## config.mk

```make
export PLATFORM = sky130hd
export DESIGN_NAME = hmac_link_bridge
export DESIGN_NICKNAME = d
export VERILOG_FILES = /design/src/rtl/hmac_link_pkg.sv /design/src/rtl/hmac_link_tx.sv /design/src/rtl/hmac_link_bridge.sv
export SDC_FILE = /design/constraint.sdc
export NUM_CORES = 1
export LEC_CHECK = 0
export BUFFER_PORTS_ARGS = -buffer_cell sky130_fd_sc_hd__buf_2
export CELL_PAD_IN_SITES_DETAIL_PLACEMENT = 1
export CELL_PAD_IN_SITES_GLOBAL_PLACEMENT = 2
export CORE_ASPECT_RATIO = 0.75
export CORE_MARGIN = 2
export CORE_UTILIZATION = 32
export CTS_CLUSTER_SIZE = 12
export DETAILED_ROUTE_END_ITERATION = 8
export GPL_TIMING_DRIVEN = 0
export PLACE_DENSITY_LB_ADDON = 0.1
export SETUP_SLACK_MARGIN = 0.4
export SLEW_MARGIN = 20
export SYNTH_ARGS = -nofsm -noshare
export SYNTH_HDL_FRONTEND = slang
export SYNTH_SLANG_ARGS = --single-unit
```

## constraint.sdc

```tcl
create_clock -name clk -period 1.73 [get_ports clk]
set_clock_uncertainty 0.15 [all_clocks]
set_input_delay 0.4325 -clock clk [delete_from_list [all_inputs] [get_ports clk]]
set_output_delay 0.4325 -clock clk [all_outputs]
set_load 0.03 [all_outputs]
```

## src/rtl/hmac_link_pkg.sv

```systemverilog
// -----------------------------------------------------------------------------
// hmac_link_pkg
// Shared definitions for the HMAC link bridge: byte width, default packet
// sizes, the transmit FSM state encoding and a counter-width helper.
// No ports (package).
// -----------------------------------------------------------------------------
package hmac_link_pkg;

  localparam int DATA_W            = 8;
  localparam int PKT_IN_BYTES_DEF  = 128;
  localparam int PKT_OUT_BYTES_DEF = 32;

  // Cycles WAIT_BUSY waits for the transmitter to raise txBusy before
  // assuming it either finished instantly or never reported busy.
  localparam int WAIT_BUSY_CYCLES  = 2;

  typedef enum logic [2:0] {
    TX_IDLE      = 3'd0,
    TX_ISSUE     = 3'd1,
    TX_WAIT_BUSY = 3'd2,
    TX_WAIT_DONE = 3'd3,
    TX_GAP1      = 3'd4,
    TX_GAP2      = 3'd5
  } txState_t;

  // Width of a counter running 0..n-1, never narrower than one bit.
  function automatic int cntWidth(input int n);
    return (n > 1) ? $clog2(n) : 1;
  endfunction

  localparam int WAIT_W = cntWidth(WAIT_BUSY_CYCLES);

endpackage

```

## src/rtl/hmac_link_tx.sv

```systemverilog
// -----------------------------------------------------------------------------
// hmac_link_tx
// Drains result packets from the HMAC core into the UART transmitter, one
// byte at a time, and counts bytes so a pulse marks the end of each packet.
//
// Ports
//   clk, rst_n   clock, asynchronous active-low reset
//   jobReady     core has a result packet queued
//   coreOut      core byte at its current read pointer (combinational)
//   txBusy       UART transmitter is shifting
//   read         one-cycle pulse advancing the core read pointer
//   txStart      one-cycle pulse starting the UART transmitter
//   txData       byte to transmit, valid from txStart until the next txStart
//   pktSent      one-cycle pulse once the last byte of a packet has completed
// -----------------------------------------------------------------------------
module hmac_link_tx
  import hmac_link_pkg::*;
#(
  parameter int PKT_OUT_BYTES = PKT_OUT_BYTES_DEF
) (
  input  logic              clk,
  input  logic              rst_n,
  input  logic              jobReady,
  input  logic [DATA_W-1:0] coreOut,
  input  logic              txBusy,
  output logic              read,
  output logic              txStart,
  output logic [DATA_W-1:0] txData,
  output logic              pktSent
);

  localparam int                CNT_W     = cntWidth(PKT_OUT_BYTES);
  localparam logic [CNT_W-1:0]  LAST_BYTE = CNT_W'(PKT_OUT_BYTES - 1);
  localparam logic [WAIT_W-1:0] WAIT_LAST = WAIT_W'(WAIT_BUSY_CYCLES - 1);

  txState_t          state;
  txState_t          stateNext;
  logic [CNT_W-1:0]  byteCnt;
  logic [WAIT_W-1:0] waitCnt;

  logic lastByte;
  logic busyTimeout;
  logic byteDone;
  logic issueNow;

  assign lastByte    = (byteCnt == LAST_BYTE);
  assign busyTimeout = (waitCnt == WAIT_LAST);
  assign byteDone    = (state == TX_WAIT_DONE) && !txBusy;
  assign issueNow    = (state == TX_IDLE) && (stateNext == TX_ISSUE);

  // State register
  always_ff @(posedge clk or negedge rst_n) begin
    if (!rst_n) begin
      state <= TX_IDLE;
    end else begin
      state <= stateNext;
    end
  end

  // Next-state logic
  always_comb begin
    stateNext = state;
    unique case (state)
      TX_IDLE:      if (jobReady && !txBusy) stateNext = TX_ISSUE;
      TX_ISSUE:     stateNext = TX_WAIT_BUSY;
      TX_WAIT_BUSY: if (txBusy || busyTimeout) stateNext = TX_WAIT_DONE;
      TX_WAIT_DONE: if (!txBusy) stateNext = lastByte ? TX_GAP1 : TX_IDLE;
      TX_GAP1:      stateNext = TX_GAP2;
      TX_GAP2:      stateNext = TX_IDLE;
      default:      stateNext = TX_IDLE;
    endcase
  end

  // Outputs decoded from the current state only, so they drop to zero the
  // instant reset forces the state back to IDLE.
  always_comb begin
    read    = 1'b0;
    txStart = 1'b0;
    pktSent = 1'b0;
    unique case (state)
      TX_ISSUE: begin
        read    = 1'b1;
        txStart = 1'b1;
      end
      TX_GAP1:  pktSent = 1'b1;
      default: begin
        read    = 1'b0;
        txStart = 1'b0;
        pktSent = 1'b0;
      end
    endcase
  end

  // Byte capture, busy-wait timer and output byte counter.
  // txData is loaded on the edge into ISSUE so it is already valid while
  // txStart is high and stays put until the next ISSUE.
  always_ff @(posedge clk or negedge rst_n) begin
    if (!rst_n) begin
      txData  <= '0;
      waitCnt <= '0;
      byteCnt <= '0;
    end else begin
      if (issueNow) begin
        txData <= coreOut;
      end

      if (state == TX_WAIT_BUSY) begin
        waitCnt <= waitCnt + WAIT_W'(1);
      end else begin
        waitCnt <= '0;
      end

      if (byteDone) begin
        byteCnt <= lastByte ? '0 : byteCnt + CNT_W'(1);
      end
    end
  end

endmodule

```

## src/rtl/hmac_link_bridge.sv

```systemverilog
// -----------------------------------------------------------------------------
// hmac_link_bridge
// Glue between a UART and the HMAC core. Received UART bytes are forwarded to
// the core deserializer with one cycle of latency and counted into work
// packets; result bytes are pulled from the core and handed to the UART
// transmitter by hmac_link_tx. The two directions share nothing but the clock.
//
// Ports
//   clk, rst_n   clock, asynchronous active-low reset
//   rxValid      one-cycle strobe for a received UART byte
//   rxData       received byte, valid with rxValid
//   load         byte strobe to the core deserializer
//   dataOut      byte to the core, valid with load
//   pktLoaded    one-cycle pulse together with the last load of a work packet
//   jobReady     core has a result packet queued
//   coreOut      core byte at its read pointer
//   read         one-cycle pulse advancing the core read pointer
//   txBusy       UART transmitter is shifting
//   txStart      one-cycle pulse starting the UART transmitter
//   txData       byte to transmit
//   pktSent      one-cycle pulse after the last byte of a result packet
// -----------------------------------------------------------------------------
module hmac_link_bridge
  import hmac_link_pkg::*;
#(
  parameter int PKT_IN_BYTES  = PKT_IN_BYTES_DEF,
  parameter int PKT_OUT_BYTES = PKT_OUT_BYTES_DEF
) (
  input  logic              clk,
  input  logic              rst_n,
  input  logic              rxValid,
  input  logic [DATA_W-1:0] rxData,
  output logic              load,
  output logic [DATA_W-1:0] dataOut,
  output logic              pktLoaded,
  input  logic              jobReady,
  input  logic [DATA_W-1:0] coreOut,
  output logic              read,
  input  logic              txBusy,
  output logic              txStart,
  output logic [DATA_W-1:0] txData,
  output logic              pktSent
);

  localparam int                  RX_CNT_W = cntWidth(PKT_IN_BYTES);
  localparam logic [RX_CNT_W-1:0] RX_LAST  = RX_CNT_W'(PKT_IN_BYTES - 1);

  logic                vld_p1;
  logic [DATA_W-1:0]   data_p1;
  logic                pktLoaded_p1;
  logic [RX_CNT_W-1:0] rxCnt;
  logic                rxLast;

  assign rxLast = (rxCnt == RX_LAST);

  // RX stage p0 -> p1: one register between the UART and the core, no
  // backpressure. The packet pulse is registered alongside so it lines up
  // with the final load.
  always_ff @(posedge clk or negedge rst_n) begin
    if (!rst_n) begin
      vld_p1       <= 1'b0;
      data_p1      <= '0;
      pktLoaded_p1 <= 1'b0;
      rxCnt        <= '0;
    end else begin
      vld_p1       <= rxValid;
      data_p1      <= rxData;
      pktLoaded_p1 <= rxValid && rxLast;
      if (rxValid) begin
        rxCnt <= rxLast ? '0 : rxCnt + RX_CNT_W'(1);
      end
    end
  end

  assign load      = vld_p1;
  assign dataOut   = data_p1;
  assign pktLoaded = pktLoaded_p1;

  hmac_link_tx #(
    .PKT_OUT_BYTES (PKT_OUT_BYTES)
  ) uTx (
    .clk      (clk),
    .rst_n    (rst_n),
    .jobReady (jobReady),
    .coreOut  (coreOut),
    .txBusy   (txBusy),
    .read     (read),
    .txStart  (txStart),
    .txData   (txData),
    .pktSent  (pktSent)
  );

endmodule

```

# Word level (Yosys, flattened, before mapping)
# Index checks and enable logic that the tools add are counted.
[word_totals]
reg_bits = 34
wordCells = 35
[classes]
n_addsub = 3
n_eq_ne = 7
n_mux = 10
reduce_logical = 7
[op_table]
columns = ["cell", "n"]
rows = [
  ["$pmux W3 S5", 1],
  ["$mux W3", 4],
  ["$add A7 B1 Y7 const B", 1],
  ["$eq A7 B7 Y1 const B", 1],
  ["$mux W7", 1],
  ["$eq A3 B1 Y1 const B", 2],
  ["$eq A3 B2 Y1 const B", 2],
  ["$add A5 B1 Y5 const B", 1],
  ["$eq A5 B5 Y1 const B", 1],
  ["$mux W5", 1],
  ["$logic_and A1 B1 Y1", 4],
  ["$eq A3 B3 Y1 const B", 1],
  ["$logic_not A3 Y1", 1],
  ["$mux W1", 3],
  ["$add A1 B1 Y1 const B", 1],
  ["$logic_not A1 Y1", 1],
  ["$logic_or A1 B1 Y1", 1],
]

# Depth between registers and ports, before layout
[logic_depth]
depth_word = 6
depth_mapped = 6

# Modules after synthesis
# A second synthesis with hierarchy kept.
[unflattened]
hier_cells = 106
area_unflattened_um2 = 1430.1
[by_module_without_submodules]
columns = ["mod", "n_inst", "cells_each", "area_each_um2"]
rows = [
  ["hmac_link_tx", 1, 65, 829.5],
  ["hmac_link_bridge", 1, 41, 600.6],
]

# Worst setup path before layout
# OpenSTA, ideal clock, no wires.
[synth_path]
kind = "flip-flop to output port"
from = "reg uTx.state[0]"
to = "out txStart"
arrival_ps = 1468
path_slack_ps = -320
stages_incl_launch_ff = 4
n_path_buf = 1
cell_sequence = "dfrtp_1 inv_1 nor3_1 buf_4"
[synth_via]
elab_chain_len = 2
[synth_lines]
columns = ["item", "line_no", "rtl"]
rows = [
  ["start, declared", "hmac_link_tx.sv:36", "txState_t state;"],
  ["start signal, assigned", "hmac_link_tx.sv:56", "state <= stateNext;"],
  ["$eq A3 B1 Y1", "--", ""],
  ["$mux W1", "--", ""],
  ["end, declared", "hmac_link_bridge.sv:40", "output logic txStart,"],
]
# Every way passes these cells.

# Final worst setup path
[layout_path]
from = "reg uTx.state[1]"
to = "out txStart"
[layout_via]
elab_chain_len = 2
[layout_lines]
columns = ["item", "line_no", "rtl"]
rows = [
  ["$eq A3 B1 Y1", "hmac_link_tx.sv:80", "unique case (state)"],
  ["$mux W1", "hmac_link_tx.sv:80", ""],
]
# Every way passes these cells.

==> qor.log <==
qor: routing.vias_per_cell 4.55
qor: pwr.clock_power_share 16.9%
qor: timing.grt_setup_unrepaired yes
qor: floorplan.die_h 61 µm
qor: timing.timing_hold_violations_final 0
qor: floorplan.die-area 4880 µm²
qor: routing.finalWirelength 3.19 mm
qor: layout.mostFrequentLayoutCells 31 x sky130_fd_sc_hd__dfrtp_1, 24 x sky130_fd_sc_hd__buf_6, 23 x sky130_fd_sc_hd__buf_4
qor: critical_path.setup.worst_path.start_class flop
qor: layout.diodes 0
qor: timing.post-route-min-period 1.75 ns
qor: global_route.first_global_vias 1,094
qor: timing.setup_viol_count_final 3
qor: critical_path.cp_num_buf_inv 2
qor: timing.max_clock_freq 572 MHz
qor: synthesis.post_synth_inst_count 103
qor: run_status.run_status finished with violations
qor: timing.post-route-period-util 101%
qor: clock_network.ctsHoldBuffers 0
qor: critical_path.max_incr_delay_on_cp 0.45 ns
qor: flow_run.timing.max_cap.violations 0
qor: synthesis.synth_nets 127
qor: global_route.antenna_found_initial 0
qor: floorplan.core_area 4100 µm²
qor: routing.ant_nets 0
qor: floorplan.floorplan.initialDensity 33.8%
qor: hold_path.worst_hold_path_type input port to asynchronous set/reset pin
qor: clock_network.insertion_delay 0.28 ns
qor: routing.vias 1,052
qor: global_route.grt_max_degree 35
qor: timing.setup_total_negative_slack -0.0315 ns
qor: critical_path.timing.reg2reg.setup_slack 0.11 ns
qor: floorplan.rows 20
qor: placed_design.detailed_place_hpwl 1.90 mm
qor: clock_network.tritoncts.num_buffers 5
qor: layout.drive_gt1_share 57.4%
qor: critical_path.worst_ep_required_time 1.15 ns
qor: timing.slew_headroom 49.8%
qor: synthesis.synthDistinctLibCells 29
qor: floorplan.die-width 80 µm
qor: timing.maxSlewViolCount 0
qor: clock_network.sink_count_of_the_clock_tree 34
qor: clock_network.cts_buffer_depth 2
qor: timing.worst_slack -0.0180 ns
qor: pwr.power_per_cell_area 1640 nW/µm²
qor: synthesis.synth_seq_area_share 61.4%
qor: clock_network.clock_tree_from_tritoncts built
qor: critical_path.worst_r2r_endpoint uTx.byteCnt[4]$_DFFE_PN0P_
qor: synthesis.ys_seq_elements 34
qor: routing.first_pass_iters 4
qor: synthesis.prevailing_post_synth_register_cell sky130_fd_sc_hd__dfrtp_1
qor: pwr.switching_power 1.16 mW
qor: critical_path.crit_path_max_fanout 5
qor: global_route.wire_length_of_the_first_global_routing_pass 5.02 mm
qor: timing.tightest_pin_transition 0.754 ns
qor: pwr.switching_share 33.2%
qor: pwr.p_comb_share 46.7%
qor: synthesis.asyncSetResetFlopFracSynth 100%
qor: pwr.share_seq_of_total_power 36.4%
qor: layout.area_delta_synth_final 54.2%
qor: placed_design.place.port_buffers 41
qor: critical_path.critical_path.cell_chain nor3_4 > buf_6 > buf_6
qor: global_route.grt_overflow 0
qor: synthesis.yosys_warnings 0
qor: critical_path.worst_setup_path_end_kind output pin
qor: routing.route.detailed.wl_per_inst 13.8 µm
qor: critical_path.worst_path_max_delay_cell sky130_fd_sc_hd__dfrtp_2
qor: critical_path.worstPathArrival 1.17 ns
qor: routing.initialDrtViolationCount 27
qor: clock_network.root_buffer sky130_fd_sc_hd__clkbuf_8
qor: floorplan.io-pin-count 42
qor: critical_path.critPathKind flop to output pin
qor: pwr.cell_internal_pwr 2.34 mW
qor: clock_network.cts.htree.levels 2
qor: clock_network.clkSlewWorstSetupHoldPaths 0.07 ns
qor: synthesis.edff_count_synth 0
qor: synthesis.syn_avg_cell_area 13.5 µm²
qor: placed_design.globalplace.congestion 0.701
qor: pwr.irDropWorstVdd 0.622 mV
qor: routing.drc 0
qor: timing.hold_slack 0.0742 ns
qor: critical_path.crit_top_cell sky130_fd_sc_hd__buf_6
qor: critical_path.path_delay_family flip-flops
qor: critical_path.worstReg2RegStart uTx.state[2]$_DFF_PN0_
qor: critical_path.worst-r2r-cell-count 4
qor: layout.num-nets-final 199
qor: global_route.grtUsageTotal 14.2%
qor: synthesis.synthesis.area 1390 µm²
qor: layout.mostFrequentLayoutCell sky130_fd_sc_hd__dfrtp_1
qor: pwr.p_leak 1.04 nW
qor: run_status.failed_checks negative setup slack
[sequential cells by signal, summed over array words and instances, names as in the netlist]
name / flops
dataOut: 8
uTx.txData: 8
rxCnt: 7
uTx.byteCnt: 5
uTx.state: 3
load: 1
pktLoaded: 1
uTx.busyTimeout: 1
[cell type report]
cell class | count | area [µm²]
inverters | 4 | 15.0
fillers | 453 | 1970
clock inverters | 1 | 5.00
well taps | 55 | 68.8
repair buffers | 65 | 514
flip-flops and latches | 34 | 855
plain buffers | 4 | 37.5
multi-input cells | 61 | 556
clock buffers | 7 | 86.3
[cells by family after synthesis]
group | count (synthesis) | synth area share [%]
flip-flops | 34 | 61.4
multiplexers | 12 | 12.6
buffers and inverters | 8 | 3.25
AND/OR/NAND/NOR | 31 | 12.3
XOR/XNOR | 4 | 2.53
adder cells (fa/ha/maj) | 3 | 2.71
AO/OA/AOI/OAI | 11 | 5.24
[power by group through the flow]
stage / Clock, mW / Combinational (mW) / Sequential, mW
final: 0.592 / 1.64 / 1.28
after global routing: 0.665 / 1.76 / 1.30
after CTS: 0.626 / 1.49 / 1.28
after detailed placement: 0 / 1.05 / 1.26
after global placement: 0 / 1.03 / 1.24
after floorplan: 0 / 0.598 / 1.43
[cell usage after synthesis (all sizes together) (2+ instances only)]
cell | count | area, µm²
nor2 | 8 | 30.0
o311ai | 2 | 17.5
mux2 | 11 | 165
or2b | 2 | 15.0
nand3 | 5 | 25.0
buf | 3 | 26.3
xnor2 | 2 | 17.5
o21ai | 4 | 20.0
nand2 | 2 | 7.51
dfrtp | 34 | 851
nand4 | 3 | 18.8
inv | 4 | 15.0
and3 | 2 | 12.5
xor2 | 2 | 17.5
ha | 3 | 37.5
nor3 | 3 | 15.0
a21oi | 2 | 10.0
[worst max path at each step]
stage | from | end | slack [ns] | depth (start not counted)
finish | uTx.state[1]$_DFF_PN0_ | txStart | -0.02 | 3
global route | uTx.state[1]$_DFF_PN0_ | txStart | -0.09 | 3
CTS | uTx.state[0]$_DFF_PN0_ | txStart | -0.04 | 4
detailed placement | txBusy | uTx.byteCnt[4]$_DFFE_PN0P_ | 0.1 | 4
global placement | txBusy | uTx.byteCnt[0]$_DFFE_PN0P_ | 0.05 | 4
floorplan | uTx.state[1]$_DFF_PN0_ | txStart | 0.17 | 2
[per-layer routing]
layer,vias to the layer above,track usage (%),wire [µm]
met1,509,16.5,1350
li1,498,-,-
met2,40,23.2,1570
met5,-,0,0
met3,5,5.95,240
met4,0,6.54,38
[through the flow]
step	setup WS (ns)	std cells	power [mW]	utilization, %	instance area, µm²
after floorplan	0.167	103	2.03	-	1410
after global placement	0.0542	199	2.28	41.0	1680
after detailed placement	0.0985	199	2.31	41.0	1680
after CTS	-0.0445	220	3.39	50.0	2050
after global routing	-0.0905	231	3.73	52.1	2140
final	-0.0180	231	3.50	52.1	2140
[timing repair]
action | CTS | global route
endpoints found under the hold margin | 0 | 0
pin swaps | 3 | 3
setup buffers | 13 | 11
endpoints found under the setup margin | 35 | 40
resized for setup | 51 | 3
(Power assumes the default switching activity.)
